[src/rtl/brq_load_store_unit.sv]
// Load/store unit: one access at a time from ID/EX onto a req/gnt/rvalid data bus,
// splitting misaligned accesses into two word-aligned phases and merging load data.
module brq_load_store_unit (
    input  logic        clk_i,
    input  logic        rst_ni,

    input  logic        lsu_req_i,
    output logic        lsu_req_ready_o,
    input  logic        lsu_we_i,
    input  logic [1:0]  lsu_type_i,
    input  logic        lsu_sign_ext_i,
    input  logic [31:0] lsu_addr_i,
    input  logic [31:0] lsu_wdata_i,
    output logic        lsu_req_done_o,

    output logic        data_req_o,
    input  logic        data_gnt_i,
    output logic [31:0] data_addr_o,
    output logic        data_we_o,
    output logic [3:0]  data_be_o,
    output logic [31:0] data_wdata_o,
    input  logic        data_rvalid_i,
    input  logic        data_err_i,
    input  logic [31:0] data_rdata_i,

    output logic [31:0] lsu_rdata_o,
    output logic        lsu_rdata_valid_o,
    output logic        lsu_resp_valid_o,
    output logic        lsu_resp_err_o,
    output logic        load_err_o,
    output logic        store_err_o,
    output logic [31:0] addr_last_o,
    output logic        busy_o
);

    typedef enum logic [2:0] {
        IDLE,
        REQ1,
        RESP1,
        REQ2,
        RESP2
    } state_t;

    state_t      r_state;
    logic [31:0] r_addr;
    logic [1:0]  r_type;
    logic        r_we;
    logic        r_sign;
    logic [31:0] r_wdata;
    logic [31:0] r_rdata_q;
    logic        r_err_q;
    logic [31:0] r_addr_last;

    logic [1:0]  w_off;
    logic [4:0]  w_shamt;
    logic        w_is_half;
    logic        w_is_byte;
    logic        w_is_word;
    logic        w_misaligned;
    logic [31:0] w_addr_base;
    logic [31:0] w_addr_next;
    logic [3:0]  w_be1;
    logic [3:0]  w_be2;
    logic [63:0] w_wdata_dbl;
    logic [63:0] w_merge_dbl;
    logic [31:0] w_raw;
    logic [31:0] w_ext;
    logic        w_in_req1;
    logic        w_in_req2;
    logic        w_final;
    logic        w_err;

    assign w_off        = r_addr[1:0];
    assign w_shamt      = {w_off, 3'b000};
    assign w_is_half    = (r_type == 2'b01);
    assign w_is_byte    = (r_type == 2'b10);
    assign w_is_word    = ~w_is_half & ~w_is_byte;
    assign w_misaligned = (w_is_word & (w_off != 2'b00)) | (w_is_half & (w_off == 2'b11));
    assign w_addr_base  = {r_addr[31:2], 2'b00};
    assign w_addr_next  = w_addr_base + 32'd4;

    assign w_in_req1    = (r_state == REQ1);
    assign w_in_req2    = (r_state == REQ2);

    always_comb begin
        w_be1 = 4'b1111 << w_off;
        if (w_is_half) begin
            w_be1 = 4'b0011 << w_off;
        end else if (w_is_byte) begin
            w_be1 = 4'b0001 << w_off;
        end
    end

    // Second phase only exists for misaligned word/half, so w_off is never 0 here.
    assign w_be2 = w_is_half ? 4'b0001 : (4'b1111 >> (3'd4 - {1'b0, w_off}));

    // Rotate store data left by the byte offset; both phases share the same lanes.
    assign w_wdata_dbl = {r_wdata, r_wdata} << w_shamt;

    assign busy_o          = (r_state != IDLE);
    assign lsu_req_ready_o = (r_state == IDLE);
    assign data_req_o      = w_in_req1 | w_in_req2;
    assign data_we_o       = data_req_o & r_we;
    assign data_wdata_o    = data_req_o ? w_wdata_dbl[63:32] : '0;

    always_comb begin
        data_addr_o = '0;
        data_be_o   = '0;
        if (w_in_req1) begin
            data_addr_o = w_addr_base;
            data_be_o   = w_be1;
        end else if (w_in_req2) begin
            data_addr_o = w_addr_next;
            data_be_o   = w_be2;
        end
    end

    assign lsu_req_done_o = data_gnt_i & ((w_in_req1 & ~w_misaligned) | w_in_req2);

    // Misaligned loads: phase-1 word is the low half of a 64-bit window.
    assign w_merge_dbl = {data_rdata_i, r_rdata_q} >> w_shamt;
    assign w_raw       = w_misaligned ? w_merge_dbl[31:0] : (data_rdata_i >> w_shamt);

    always_comb begin
        w_ext = w_raw;
        if (w_is_half) begin
            w_ext = {{16{r_sign & w_raw[15]}}, w_raw[15:0]};
        end else if (w_is_byte) begin
            w_ext = {{24{r_sign & w_raw[7]}}, w_raw[7:0]};
        end
    end

    assign w_final = data_rvalid_i &
                     (((r_state == RESP1) & ~w_misaligned) | (r_state == RESP2));
    assign w_err   = r_err_q | data_err_i;

    assign lsu_resp_valid_o  = w_final;
    assign lsu_resp_err_o    = w_final & w_err;
    assign lsu_rdata_valid_o = w_final & ~r_we & ~w_err;
    assign load_err_o        = w_final & w_err & ~r_we;
    assign store_err_o       = w_final & w_err & r_we;
    assign lsu_rdata_o       = lsu_rdata_valid_o ? w_ext : '0;
    assign addr_last_o       = r_addr_last;

    always_ff @(posedge clk_i or negedge rst_ni) begin
        if (!rst_ni) begin
            r_state     <= IDLE;
            r_addr      <= '0;
            r_type      <= '0;
            r_we        <= 1'b0;
            r_sign      <= 1'b0;
            r_wdata     <= '0;
            r_rdata_q   <= '0;
            r_err_q     <= 1'b0;
            r_addr_last <= '0;
        end else begin
            case (r_state)
                IDLE: begin
                    if (lsu_req_i) begin
                        r_addr      <= lsu_addr_i;
                        r_type      <= lsu_type_i;
                        r_we        <= lsu_we_i;
                        r_sign      <= lsu_sign_ext_i;
                        r_wdata     <= lsu_wdata_i;
                        r_addr_last <= lsu_addr_i;
                        r_err_q     <= 1'b0;
                        r_state     <= REQ1;
                    end
                end
                REQ1: begin
                    if (data_gnt_i) begin
                        r_state <= RESP1;
                    end
                end
                RESP1: begin
                    if (data_rvalid_i) begin
                        if (w_misaligned) begin
                            r_rdata_q <= data_rdata_i;
                            r_err_q   <= data_err_i;
                            r_state   <= REQ2;
                        end else begin
                            r_state <= IDLE;
                        end
                    end
                end
                REQ2: begin
                    if (data_gnt_i) begin
                        // A phase-1 fault keeps the original address for mtval.
                        if (!r_err_q) begin
                            r_addr_last <= w_addr_next;
                        end
                        r_state <= RESP2;
                    end
                end
                RESP2: begin
                    if (data_rvalid_i) begin
                        r_state <= IDLE;
                    end
                end
                default: r_state <= IDLE;
            endcase
        end
    end

endmodule

[config.mk]
export PLATFORM = sky130hd
export DESIGN_NAME = brq_load_store_unit
export DESIGN_NICKNAME = d
export VERILOG_FILES = /design/src/rtl/brq_load_store_unit.sv
export SDC_FILE = /design/constraint.sdc
export NUM_CORES = 1
export LEC_CHECK = 0
export ABC_AREA = 1
export BUFFER_PORTS_ARGS = -buffer_cell sky130_fd_sc_hd__clkbuf_2
export CELL_PAD_IN_SITES_DETAIL_PLACEMENT = 1
export CELL_PAD_IN_SITES_GLOBAL_PLACEMENT = 1
export CORE_MARGIN = 2
export CORE_UTILIZATION = 36
export DETAILED_ROUTE_END_ITERATION = 12
export GPL_TIMING_DRIVEN = 0
export PLACE_DENSITY = 0.86
export REMOVE_ABC_BUFFERS = 1
export SETUP_SLACK_MARGIN = 0.4
export SLEW_MARGIN = 20
export SYNTH_ARGS = -nofsm -noshare
export SYNTH_HDL_FRONTEND = slang
export SYNTH_SLANG_ARGS = --single-unit
[constraint.sdc]
create_clock -name clk_i -period 2.83 [get_ports clk_i]
set_input_delay 0.566 -clock clk_i [delete_from_list [all_inputs] [get_ports clk_i]]
set_output_delay 0.566 -clock clk_i [all_outputs]
set_load 0.02 [all_outputs]
# Yosys cells after proc, flatten, opt, wreduce, memory -nomap -nowiden
# Index checks and enable logic that the tools add are counted.
# classes
addsub,2
eq_ne,14
n_shift,7
n_mux,27
bitwise_logic,25
n_reduce_logical,10
# op_table
op,n
$mux W32,10
$pmux W32 S2,1
$shl A64 B5 Y64,1
$shr A64 B5 Y32,1
$add A32 B3 Y32 const B,1
$shr A32 B5 Y32,1
$mux W4,5
$and A1 B1 Y1,15
$mux W3,5
$pmux W3 S5,1
$ne A2 B2 Y1 const B,7
$reduce_and A4 Y1,2
$eq A3 B2 Y1 const B,2
$reduce_bool A2 Y1,3
$not A1 Y1,5
$or A1 B1 Y1,5
$reduce_and A5 Y1,1
$eq A2 B2 Y1 const B,2
$shl A1 B2 Y4 const A,1
$shl A2 B2 Y4 const A,1
$shl A4 B2 Y4 const A,1
$shr A4 B3 Y4 const A,1
$eq A3 B1 Y1 const B,1
$eq A3 B3 Y1 const B,1
9 further kinds,11
# totals
ff_bits,136
in_bits,106

# Longest topological paths before layout
# Gate-level depths: netlist of the first run.
# depth
depth_word,12
ltp_mapped,15
mapped_depth_nobuf,13

# Worst setup path before layout of the first run
# Ideal clock, no wire load.
# synth_path
path_kind,reg-to-output
from,register r_type[0]
to,output lsu_rdata_o[4]
arrival_time_ps,2136
slack_ps,128
stages_incl_launch_ff,11
n_path_buf,1
cell_sequence,dfrtp_1 inv_1 ha_1 o21ai_4 nand2_2 inv_2 nand2_2 a21oi_4 nand3_4 buf_2 nor3_1
# synth_via
elab_chain_len,12
# synth_rtl
element,line_no,text
"start, declared",46,logic [1:0] r_type;
"start signal, assigned",161,r_type <= lsu_type_i;
$eq A2 B1 Y1 / $eq A2 B2 Y1 (equally long branches),"75, 76",
$not A1 Y1,77,assign w_is_word = ~w_is_half & ~w_is_byte;
$and A1 B1 Y1,77,
$and A1 B1 Y1,78,assign w_misaligned = (w_is_word & (w_off != 2'b00)) | (w_is_half & (w_off == 2'b11));
$or A1 B1 Y1 (*),78,
$not A1 Y1 (*),134,(((r_state == RESP1) & ~w_misaligned) | (r_state == RESP2));
$and A1 B1 Y1 (*),134,
$or A1 B1 Y1 (*),134,
$and A1 B1 Y1 (*),133,assign w_final = data_rvalid_i &
net lsu_resp_valid_o,28,"output logic lsu_resp_valid_o,"
$and A1 B1 Y1 (*) (2 in a row),139,assign lsu_rdata_valid_o = w_final & ~r_we & ~w_err;
$mux W32 (*),142,assign lsu_rdata_o = lsu_rdata_valid_o ? w_ext : '0;
"end, declared",26,"output logic [31:0] lsu_rdata_o,"
# The timed path passes the listed nets; every way through them passes the cells marked *.

# Worst setup path after layout of the first run
# layout_path
from,register r_addr[0]
to,output lsu_rdata_o[14]
# layout_via
elab_chain_len,10
# layout_rtl
element,line_no,text
"start, declared",45,logic [31:0] r_addr;
"start signal, assigned",160,r_addr <= lsu_addr_i;
$eq A2 B2 Y1 / $reduce_bool A2 Y1 (equally long branches),78,
$and A1 B1 Y1,78,
$or A1 B1 Y1,78,
$not A1 Y1,134,
$and A1 B1 Y1,134,
$or A1 B1 Y1,134,
$and A1 B1 Y1,133,
$and A1 B1 Y1 (2 in a row),139,
$mux W32 (*),142,
# Every way passes the cells marked *; elsewhere a longest branch is shown, timed or not.

==> results of run 1 <==
==> path summary, 6_finish.rpt <==
check / end
hold reg to reg: r_rdata_q[26]
max in group asynchronous: r_addr[0]
hold / removal: addr_last_o[14]
min in group clk_i: r_wdata[11]
setup reg to reg: addr_last_o[16]
setup / recovery: lsu_rdata_o[14]
==> area by class of cell <==
class,count,area (sq um)
clock inverter,15,246
inverter,123,542
multi-input combinational,976,6050
antenna,1,2.50
timing repair buffer,421,3770
timing repair inverter,2,15.0
clock buffer,17,425
sequential,128,3220
tap,319,399
fill,2788,8590
==> worst max-delay path, delay by kind of cell, from the launching register on <==
kind | cells | cell delay, ns
buf+inv | 5 | 0.75
flops | 1 | 0.44
compound gates | 2 | 0.95
simple gates | 3 | 0.68
==> synth_stat cells, drive strengths merged <==
library cell	count	share of area
a21oi	61	0.037
a31oi	5	0.0037
nor3b	1	0.00089
xor2	6	0.0062
inv	121	0.054
ha	4	0.0059
o21ai	276	0.17
nand3	53	0.034
o211ai	7	0.0062
and2	1	0.00074
clkinv	2	0.0010
nand2	335	0.15
dfrtp	128	0.38
nand4	8	0.0059
clkbuf	50	0.022
nor3	21	0.013
a211oi	3	0.0027
nor2	177	0.080
or2	5	0.0037
a311oi	2	0.0021
conb	1	0.00044
buf	28	0.021
o2111ai	1	0.0010
o22ai	2	0.0015
==> cells by family after synthesis <==
group	count (synthesis)	share of synthesized area
and+or+nand+nor	601	0.288
AOI/OAI and AO/OA	357	0.221
buffers and inverters	201	0.0985
DFF	128	0.379
xor gates and xnor gates	6	0.00622
adders and majority gates	4	0.00593
other	1	0.000444
==> state kept, by name, indices dropped and copies added, names as in the netlist <==
signal       cells
r_type           2
r_err_q          1
r_wdata         32
r_sign           1
addr_last_o     32
r_addr          32
r_rdata_q       24
r_state          3
r_we             1
==> report_power, final <==
part / leakage [nW] / switching, mW / internal (mW) / total, mW
clock network: 0.327 / 1.09 / 1.61 / 2.70
logic: 5.05 / 10.6 / 5.78 / 16.4
registers: 1.53 / 0.958 / 2.74 / 3.70
==> metal layers <==
| layer | routed length, microns | GRT usage |
|---|---|---|
| met3 | 6270 | 0.0710 |
| met2 | 27600 | 0.594 |
| met5 | 28 | 0 |
| met1 | 19400 | 0.420 |
| met4 | 6160 | 0.207 |
==> what timing repair did <==
item	in CTS	in global routing
hold endpoints to repair	0	0
resized for setup	386	430
pin swaps	39	102
setup buffers	91	67
setup endpoints to repair	163	135
gates cloned	16	2
==> summary.txt, run 1 <==
OUTCOME
-------------------------------------------------------------------------------
Result of the run ................................................ finished, violations left
Failing checks ................................................... negative setup slack

CLOCKING
-------------------------------------------------------------------------------
Number of levels the H-tree was split into .......................            4
Num Clock Sinks ..................................................          128
Buffer levels on the longest clock path ..........................            2
Clock slew at reported path FFs ..................................      0.07 ns
Clk_lat worst skew ...............................................      0.44 ns
Root buffer selected by CTS ......................................    clkbuf_16
Hold buffers post-CTS ............................................            0
TritonCTS clock tree .............................................        built
Inserted Clock Buffers ...........................................           17

STA
-------------------------------------------------------------------------------
Worst-Margin Slew ................................................      1.01 ns
Max Fclk .........................................................    0.263 GHz
Worst setup margin ...............................................    -0.976 ns
Worst rel slew slack .............................................        0.319
Worst clock skew .................................................    0.0191 ns
RSZ-0062 raised after global routing .............................          yes
Final-layout setup total negative slack ..........................    -18.30 ns
Slew Limit Fails .................................................            0
Worst Hold Slack .................................................    0.0806 ns
Final critical-path required period ..............................      3.81 ns
Share of the clock period used by the worst path .................         1.34
Endpoints failing hold ...........................................            0
Total of endpoints with negative setup slack in the final report .           50

POWER AND IR DROP
-------------------------------------------------------------------------------
Sum of internal, switching and leakage power .....................      22.8 mW
Power Density .................................................... 1550 nW/um^2
Worst vdd ir .....................................................       662 uV
Total leakage power ..............................................      6.90 nW

SETUP PATH
-------------------------------------------------------------------------------
Worst path required time .........................................      2.26 ns
Worst Reg2Reg Path Length in Cells ...............................           17
Critical path's slowest cell .....................................      o21ai_0
Cell mode on critical path .......................................       nor2_1
R2R setup slack ..................................................      0.16 ns
Max incr delay on CP .............................................      0.87 ns
Type of element launching the critical path ......................     register
Worst-path fanout max ............................................           13
Critical Path End Type ...........................................   output pin
Path type of the worst setup path ................................      reg2out
Critical Path Start ..............................................    r_addr[0]
Launch instance of the worst register-to-register path ...........    r_addr[3]
Cell-by-cell trace of the critical path .......................... buf_16, buf_4, inv_16, nor2_1, inv_2, o21ai_0, nor2_1, nand2_1, a21oi_4, buf_8
Worst Path Arrival ...............................................      3.24 ns

DRT
-------------------------------------------------------------------------------
Router iterations before antenna repair ..........................            8
Average wire length per cell after detail routing ................ 29.7 microns
Vias per inst ....................................................         6.36
DR vias ..........................................................        12739
Number of DRC violations after detailed-routing iteration 0 ......         1230
Number of routed nets with antenna violations ....................            0
Final Routed Wirelength ..........................................      59.4 mm
DRC violation count after routing ................................            0

GRT
-------------------------------------------------------------------------------
Antenna violations before repair .................................            5
First-pass GRT wire length .......................................      67.1 mm
Via count of the first global-routing pass .......................        11937
Largest net degree at the start of global routing ................           76
Final global-route overflow total ................................            0
Overall fraction of global-route tracks in use ...................        0.353

FINISH
-------------------------------------------------------------------------------
Final instance count without filler cells ........................         2002
Total Nets Final .................................................         1779
Post-Route Utilization ...........................................        0.631
Layout cells sized above 1 .......................................        0.457
Most common cell after layout, fill and taps aside ...............      nand2_1
Top library cells by usage in the layout, fill and taps aside .... nand2_1 (279), clkbuf_2 (144), buf_4 (137), nor2_1 (135), o21ai_0 (131)
Synthesis-to-finish area growth ..................................        73.8%
Final standard cell area without fillers .........................  14700 sq um

PLACEMENT
-------------------------------------------------------------------------------
DPL Wire Length ..................................................      22.3 mm
Number of placed instances, taps included ........................         1793
Dpl cell area ....................................................   9910 sq um
IO buf count .....................................................          245
Routability congestion estimate ..................................        0.868
Worst setup slack before clock tree synthesis ....................     -1.27 ns

DIE
-------------------------------------------------------------------------------
Ports placed on the boundary .....................................          248
Core area ........................................................  23300 sq um
Die Ht ...........................................................  157 microns
Horizontal die dimension .........................................  157 microns
Row count ........................................................           56
Die ar. ..........................................................  24700 sq um
Effective utilization at floorplan ...............................        0.363

SYNTH
-------------------------------------------------------------------------------
Synthesis Warnings ...............................................            0
Area of the mapped netlist .......................................   8440 sq um
Gate Count Post-Synth ............................................         1298
Average footprint of a synthesized cell ..........................   6.50 sq um
Share of the yosys chip area belonging to registers ..............        0.379
Flip-flop and latch count after synthesis ........................          128
Distinct cell type count of the synthesized netlist ..............           38

MIN PATH
-------------------------------------------------------------------------------
Type of the tightest min-delay check .............................     in2async

JOB
-------------------------------------------------------------------------------
Total of max-cap violations ......................................            0

Power figures use the tool's default switching activity.
==> inputs of run 2 (changes only) <==
--- a/config.mk
+++ b/config.mk
@@ -10,10 +10,10 @@
 export CELL_PAD_IN_SITES_DETAIL_PLACEMENT = 1
 export CELL_PAD_IN_SITES_GLOBAL_PLACEMENT = 1
 export CORE_MARGIN = 2
-export CORE_UTILIZATION = 36
+export CORE_UTILIZATION = 39
 export DETAILED_ROUTE_END_ITERATION = 12
 export GPL_TIMING_DRIVEN = 0
-export PLACE_DENSITY = 0.86
+export PLACE_DENSITY = 0.92
 export REMOVE_ABC_BUFFERS = 1
 export SETUP_SLACK_MARGIN = 0.4
 export SLEW_MARGIN = 20
==> constraint.sdc (replaced) <==
create_clock -name clk_i -period 4.85 [get_ports clk_i]
set_input_delay 0.97 -clock clk_i [delete_from_list [all_inputs] [get_ports clk_i]]
set_output_delay 0.97 -clock clk_i [all_outputs]
set_load 0.02 [all_outputs]
==> run 2 against run 1 <==
Effect of this change: the run now ends clean; critical path depth grew 1; combinational power shrank 68%; routed wire length fell by 44%; register-to-register slack improved by 0.92 ns; worst setup slack better by 1.5 ns; clock-buffer cell count is the same; sequential power is 45% lower; utilization shrank 13 points; design area shrank 28%; die area is 7.5% lower.
==> summary.txt, run 2 (same netlist as run 1, synthesis figures left out) <==
OUTCOME
-------------------------------------------------------------------------------
Result of the run ................................................    completed

DIE
-------------------------------------------------------------------------------
Die ar. ..........................................................  22800 sq um   -7.5%
Horizontal die dimension .........................................  151 microns   -3.8%
Core area ........................................................  21200 sq um   -9.1%
Effective utilization at floorplan ...............................        0.399   +0.0362
Ports placed on the boundary .....................................          248   unchanged
Row count ........................................................           53   -5.4%
Die Ht ...........................................................  151 microns   -3.8%

CLOCKING
-------------------------------------------------------------------------------
Num Clock Sinks ..................................................          128   unchanged
Root buffer selected by CTS ......................................    clkbuf_16
Setup Buffers After CTS ..........................................            0   -100%
Buffer levels on the longest clock path ..........................            2   unchanged
Number of levels the H-tree was split into .......................            4   unchanged
Inserted Clock Buffers ...........................................           17   unchanged
Clock slew at reported path FFs ..................................      0.07 ns   about the same
TritonCTS clock tree .............................................        built
Clk_lat worst skew ...............................................      0.43 ns   about the same

STA
-------------------------------------------------------------------------------
RSZ-0062 raised after global routing .............................           no
Endpoints failing hold ...........................................            0   unchanged
Worst-Margin Slew ................................................      1.03 ns   +0.0232 ns
Worst Hold Slack .................................................     0.467 ns   +0.386 ns
Share of the clock period used by the worst path .................        0.886
Total of endpoints with negative setup slack in the final report .            0   -100%
Worst clock skew .................................................    0.0122 ns   -0.00682 ns
Max Fclk .........................................................    0.233 GHz
Slew Limit Fails .................................................            0   unchanged
Final critical-path required period ..............................      4.30 ns
Worst rel slew slack .............................................        0.309   -0.00908

SETUP PATH
-------------------------------------------------------------------------------
RR Endpoint ...................................................... addr_last_o[17]
Worst-path fanout max ............................................           51   +38
Path type of the worst setup path ................................      reg2out
Worst path required time .........................................      3.88 ns   +1.62 ns
R2R setup slack ..................................................      1.08 ns   +0.92 ns
Worst Reg2Reg Path Length in Cells ...............................           10   -7
Worst Path Arrival ...............................................      3.33 ns   +0.09 ns
Critical Path End Type ...........................................   output pin
Type of element launching the critical path ......................     register
Launch instance of the worst register-to-register path ...........   r_state[2]

PLACEMENT
-------------------------------------------------------------------------------
Routability congestion estimate ..................................        0.896   +3.2%
Dpl cell area ....................................................   9870 sq um   -0.35%
IO buf count .....................................................          245   unchanged
DPL Wire Length ..................................................      22.6 mm   +1.3%

GRT
-------------------------------------------------------------------------------
Overall fraction of global-route tracks in use ...................        0.289   -0.0644
First-pass GRT wire length .......................................      51.6 mm   -23%
Via count of the first global-routing pass .......................        10106   -15%
Largest net degree at the start of global routing ................           89   +17%
Final global-route overflow total ................................            0   unchanged
Antenna violations before repair .................................            4   -1

POWER AND IR DROP
-------------------------------------------------------------------------------
Worst vdd ir .....................................................       387 uV   -42%
Power Density ....................................................  821 nW/um^2   -47%
Total leakage power ..............................................      5.25 nW   -24%

FINISH
-------------------------------------------------------------------------------
Most common cell after layout, fill and taps aside ...............      nand2_1
Synthesis-to-finish area growth ..................................        25.3%
Final standard cell area without fillers .........................  10600 sq um   -28%
Top library cells by usage in the layout, fill and taps aside .... nand2_1 (330), o21ai_0 (255), clkbuf_2 (244), nor2_1 (173), dfrtp_1 (126)
Number of fillers in the final layout ............................         2870   +2.9%
Total Nets Final .................................................         1605   -9.8%
Layout cells sized above 1 .......................................        0.212   -0.246

DRT
-------------------------------------------------------------------------------
DRC violation count after routing ................................            0   unchanged
Number of routed nets with antenna violations ....................            0   unchanged
Number of DRC violations after detailed-routing iteration 0 ......          544   -56%
DR vias ..........................................................         9895   -22%
Final Routed Wirelength ..........................................      33.0 mm   -44%
Vias per inst ....................................................         5.55   -13%
Average wire length per cell after detail routing ................ 18.5 microns   -38%
Router iterations before antenna repair ..........................            5   -3

MIN PATH
-------------------------------------------------------------------------------
Type of the tightest min-delay check .............................     in2async

JOB
-------------------------------------------------------------------------------
Total of max-cap violations ......................................            0   unchanged

==> run 2: worst max path at each step <==
| stage | from | endpoint | slack [ns] | cells after the start |
|---|---|---|---|---|
| after floorplan | lsu_req_i | addr_last_o[17] | -2.51 | 9 |
| after global placement | lsu_req_i | addr_last_o[17] | -7.28 | 10 |
| after detailed placement | r_addr[0] | lsu_rdata_o[31] | 0.33 | 10 |
| after CTS | r_addr[0] | lsu_rdata_o[20] | 0.46 | 11 |
| after global routing | r_addr[0] | lsu_rdata_o[20] | 0.41 | 11 |
| final | r_addr[0] | lsu_rdata_o[20] | 0.55 | 11 |
==> run 2: through the flow <==
stage               setup WS (ns)  instances  power, mW  utilization  TNS (ns)
finish                      0.555       1784       8.69        0.500         0
floorplan                   -2.51       1221       5.19            -    -94.06
detailed placement          0.330       1750       7.03        0.467         0
global route                0.406       1784       9.35        0.500         0
global placement            -7.28       1741       6.73        0.456   -476.20
CTS                         0.464       1782       8.63        0.499         0
==> run 2: what timing repair did <==
item | in CTS | in global routing
gates cloned | 0 | 1
gates resized for setup | 4 | 0
pin swaps | 0 | 2
hold buffers | 0 | 0
setup endpoints to repair | 35 | 13
==> run 2: cell type report <==
cell class / instances / area [sq um] / share of cell area
Multi-Input combinational cell: 971 / 4450 / 0.421
Clock inverter: 15 / 244 / 0.0231
Antenna cell: 1 / 2.50 / 0.000237
Tap cell: 275 / 344 / 0.0325
Sequential cell: 128 / 3210 / 0.303
Timing Repair Buffer: 254 / 1440 / 0.136
Clock buffer: 17 / 425 / 0.0402
Inverter: 123 / 465 / 0.0440
==> run 2: worst max-delay path: stages (launching register included) <==
cell	delay (ns)
dfrtp_4	0.62
buf_12	0.25
o21ai_4	0.32
nand2_8	0.20
inv_4	0.19
nand2_2	0.10
a21oi_4	0.23
nand3_4	0.23
clkinv_2	0.14
nand2_2	0.19
nor2_1	0.20
clkbuf_2	0.19
==> run 2: per-layer routing <==
metal / GRT usage / share of wire / vias to the layer above
li1: - / - / 4612
met1: 0.362 / 0.42 / 4799
met2: 0.492 / 0.48 / 398
met3: 0.0506 / 0.065 / 82
met4: 0.121 / 0.032 / 4
met5: 0 / 0.0012 / -
==> run 2: power breakdown <==
group          leakage [nW]  internal [mW]  switching [mW]
Combinational          3.39           1.49            3.68
Sequential             1.54           1.59           0.428
Clock                 0.325          0.931           0.560
Total                  5.25           4.01            4.67
==> inputs of run 3 (changes only) <==
--- a/config.mk
+++ b/config.mk
@@ -10,10 +10,11 @@
 export CELL_PAD_IN_SITES_DETAIL_PLACEMENT = 1
 export CELL_PAD_IN_SITES_GLOBAL_PLACEMENT = 1
 export CORE_MARGIN = 2
-export CORE_UTILIZATION = 39
+export CORE_UTILIZATION = 36
 export DETAILED_ROUTE_END_ITERATION = 12
 export GPL_TIMING_DRIVEN = 0
-export PLACE_DENSITY = 0.92
+export PLACE_DENSITY = 0.86
+export RECOVER_POWER = 100
 export REMOVE_ABC_BUFFERS = 1
 export SETUP_SLACK_MARGIN = 0.4
 export SLEW_MARGIN = 20
==> constraint.sdc (replaced) <==
create_clock -name clk_i -period 4.4 [get_ports clk_i]
set_input_delay 0.88 -clock clk_i [delete_from_list [all_inputs] [get_ports clk_i]]
set_output_delay 0.88 -clock clk_i [all_outputs]
set_load 0.02 [all_outputs]
==> run 3 against run 2 <==
Effect of this change: the flow now finishes with violations (max-capacitance violations, max-slew violations); design area fell by 1.1%; critical path depth fell by 3; die area rose by 8.1%; utilization fell by 5.0 points; clock-buffer cell count did not move; global-route usage fell by 3.3 points; clock power rose by 11%; flip-flop and latch count did not move; sequential power rose by 8%; sequential share of layout area rose by 0.29 points; via count fell by 1.3%; final cell count rose by 2.8%.
==> summary.txt, run 3 (same netlist as run 1, synthesis figures left out) <==
SETUP PATH
-------------------------------------------------------------------------------
Worst-path fanout max ............................................           16   -69%
Worst path required time .........................................      3.52 ns   -0.36 ns
Critical Path End Type ...........................................   output pin
Cell-by-cell trace of the critical path .......................... inv_1, nand2_1, nor2_2, inv_1, nor3_1, a311oi_1, a21oi_1, clkbuf_2
Critical path's slowest cell .....................................       nor2_2
Path type of the worst setup path ................................      reg2out
Worst Path Arrival ...............................................      3.21 ns   -0.12 ns
Cell mode on critical path .......................................        inv_1
Type of element launching the critical path ......................     register
Max incr delay on CP .............................................      0.69 ns   +0.07 ns

JOB
-------------------------------------------------------------------------------
Total of max-cap violations ......................................            3   +3

CLOCKING
-------------------------------------------------------------------------------
Clk_lat worst skew ...............................................      0.42 ns   about the same
Buffer levels on the longest clock path ..........................            2   unchanged
Clock slew at reported path FFs ..................................      0.07 ns   about the same
TritonCTS clock tree .............................................        built
Num Clock Sinks ..................................................          128   unchanged
Inserted Clock Buffers ...........................................           17   unchanged
Number of levels the H-tree was split into .......................            4   unchanged
Root buffer selected by CTS ......................................    clkbuf_16

FINISH
-------------------------------------------------------------------------------
Number of diodes added for antenna fixing ........................            0   -1
Top library cells by usage in the layout, fill and taps aside .... nand2_1 (330), o21ai_0 (257), nor2_1 (173), clkbuf_1 (131), dfrtp_1 (127)
Total Nets Final .................................................         1612   +0.44%
Post-Route Utilization ...........................................        0.450   -0.0502
Layout cells sized above 1 .......................................        0.127   -0.0848
Most common cell after layout, fill and taps aside ...............      nand2_1
Synthesis-to-finish area growth ..................................        23.9%
Final instance count without filler cells ........................         1834   +2.8%

POWER AND IR DROP
-------------------------------------------------------------------------------
Share of power burned in the clock network .......................        0.177   +0.005
Total leakage power ..............................................      4.84 nW   -7.8%
Worst vdd ir .....................................................       345 uV   -11%
Part of the total power dissipated in sequential elements ........        0.233   about the same
Gate power share .................................................        0.590   -0.006
Psw ..............................................................      5.07 mW   +8.6%
Internal power ...................................................      4.30 mW   +7.0%
Sw Ratio .........................................................        0.542   +0.00364
Power Density ....................................................  895 nW/um^2   +9.1%

DRT
-------------------------------------------------------------------------------
Vias per inst ....................................................         5.33   -4.0%
Number of DRC violations after detailed-routing iteration 0 ......          579   +6.4%
DR vias ..........................................................         9769   -1.3%
Number of routed nets with antenna violations ....................            0   unchanged
DRC violation count after routing ................................            0   unchanged
Final Routed Wirelength ..........................................      32.0 mm   -3.3%
Router iterations before antenna repair ..........................            5   unchanged
Average wire length per cell after detail routing ................ 17.4 microns   -5.9%

PLACEMENT
-------------------------------------------------------------------------------
DPL Wire Length ..................................................      22.3 mm   -1.3%
Number of placed instances, taps included ........................         1793   +2.5%
Routability congestion estimate ..................................        0.868   -3.1%
IO buf count .....................................................          245   unchanged

GRT
-------------------------------------------------------------------------------
Final global-route overflow total ................................            0   unchanged
Antenna violations before repair .................................            0   -4
Via count of the first global-routing pass .......................         9732   -3.7%
Largest net degree at the start of global routing ................           76   -15%
Overall fraction of global-route tracks in use ...................        0.256   -0.0333
First-pass GRT wire length .......................................      50.3 mm   -2.6%

STA
-------------------------------------------------------------------------------
Total of endpoints with negative setup slack in the final report .            0   unchanged
Max Fclk .........................................................    0.245 GHz
Worst clock skew .................................................    0.0150 ns   +0.00272 ns
Slew Limit Fails .................................................          143   +143
Share of the clock period used by the worst path .................        0.930
Worst Hold Slack .................................................     0.486 ns   +0.0191 ns
Worst rel slew slack .............................................        -1.24   -1.55
Worst-Margin Slew ................................................      3.36 ns   +2.32 ns
RSZ-0062 raised after global routing .............................           no
Endpoints failing hold ...........................................            0   unchanged
Final critical-path required period ..............................      4.09 ns

OUTCOME
-------------------------------------------------------------------------------
Result of the run ................................................ finished, violations left
Failing checks ................................................... max-capacitance violations, max-slew violations

DIE
-------------------------------------------------------------------------------
Die Ht ...........................................................  157 microns   +4.0%
Horizontal die dimension .........................................  157 microns   +4.0%
Row count ........................................................           56   +5.7%
Core area ........................................................  23300 sq um   +10%
Die ar. ..........................................................  24700 sq um   +8.1%
Effective utilization at floorplan ...............................        0.363   -0.0362
Ports placed on the boundary .....................................          248   unchanged

MIN PATH
-------------------------------------------------------------------------------
Type of the tightest min-delay check .............................      reg2reg

[run 3: area by class of cell]
type,count,area [sq um]
clock buffers,17,425
clock inverters,15,246
fillers,3237,12800
inverters,123,465
multi-input cells,973,4470
flip-flops and latches,128,3200
well taps,319,399
repair buffers,259,1250
[run 3: power groups by stage]
stage               logic (mW)  registers, mW  clock network [mW]
floorplan                 3.39           2.33                   0
CTS                       5.63           2.18                1.68
detailed placement        5.51           2.18                   0
global route              6.17           2.24                1.73
global placement          5.11           2.29                   0
finish                    5.53           2.18                1.66
[run 3: critical path, delay by kind of cell (launching register included)]
family,cells,cell delay (ns)
DFF,1,0.42
buffers and inverters,3,0.85
and+or+nand+nor,3,1.19
AOI/OAI and AO/OA,2,0.33
[run 3: per-stage QoR]
| step | TNS, ns | setup slack, ns | power (mW) | area (sq um) |
|---|---|---|---|---|
| final | 0 | 0.310 | 9.37 | 10500 |
| after global routing | 0 | 0.215 | 10.1 | 10500 |
| after CTS | 0 | 0.446 | 9.48 | 10600 |
| after detailed placement | -0.0129 | -0.0129 | 7.69 | 9910 |
| after global placement | -523.53 | -7.38 | 7.41 | 9700 |
| after floorplan | -119.07 | -2.87 | 5.72 | 8080 |
[run 3: path summary, 6_finish.rpt]
path	slack [ns]	endpoint	cells after the start	start
worst max-delay path	0.31	data_be_o[2]	8	r_state[2]
worst min-delay path	0.49	r_rdata_q[31]	2	r_rdata_q[31]
worst max register to register	0.55	addr_last_o[17]	10	r_state[2]
worst min register to register	0.49	r_rdata_q[31]	2	r_rdata_q[31]
max in group asynchronous	0.90	r_wdata[15]	1	rst_ni
min in group asynchronous	1.57	addr_last_o[14]	1	rst_ni
[run 3: routing by layer]
metal	up-vias	GRT usage	routed length, microns
li1	4621	-	-
met1	4782	0.337	14200
met2	304	0.430	15300
met3	62	0.0347	1560
met4	0	0.0922	849
met5	-	0	0
[run 3: timing repair]
action	CTS	global route
pin swaps	2	3
hold buffers	0	0
cloned	1	2
buffers inserted	3	3
resized for setup	4	4
setup endpoints to repair	37	28
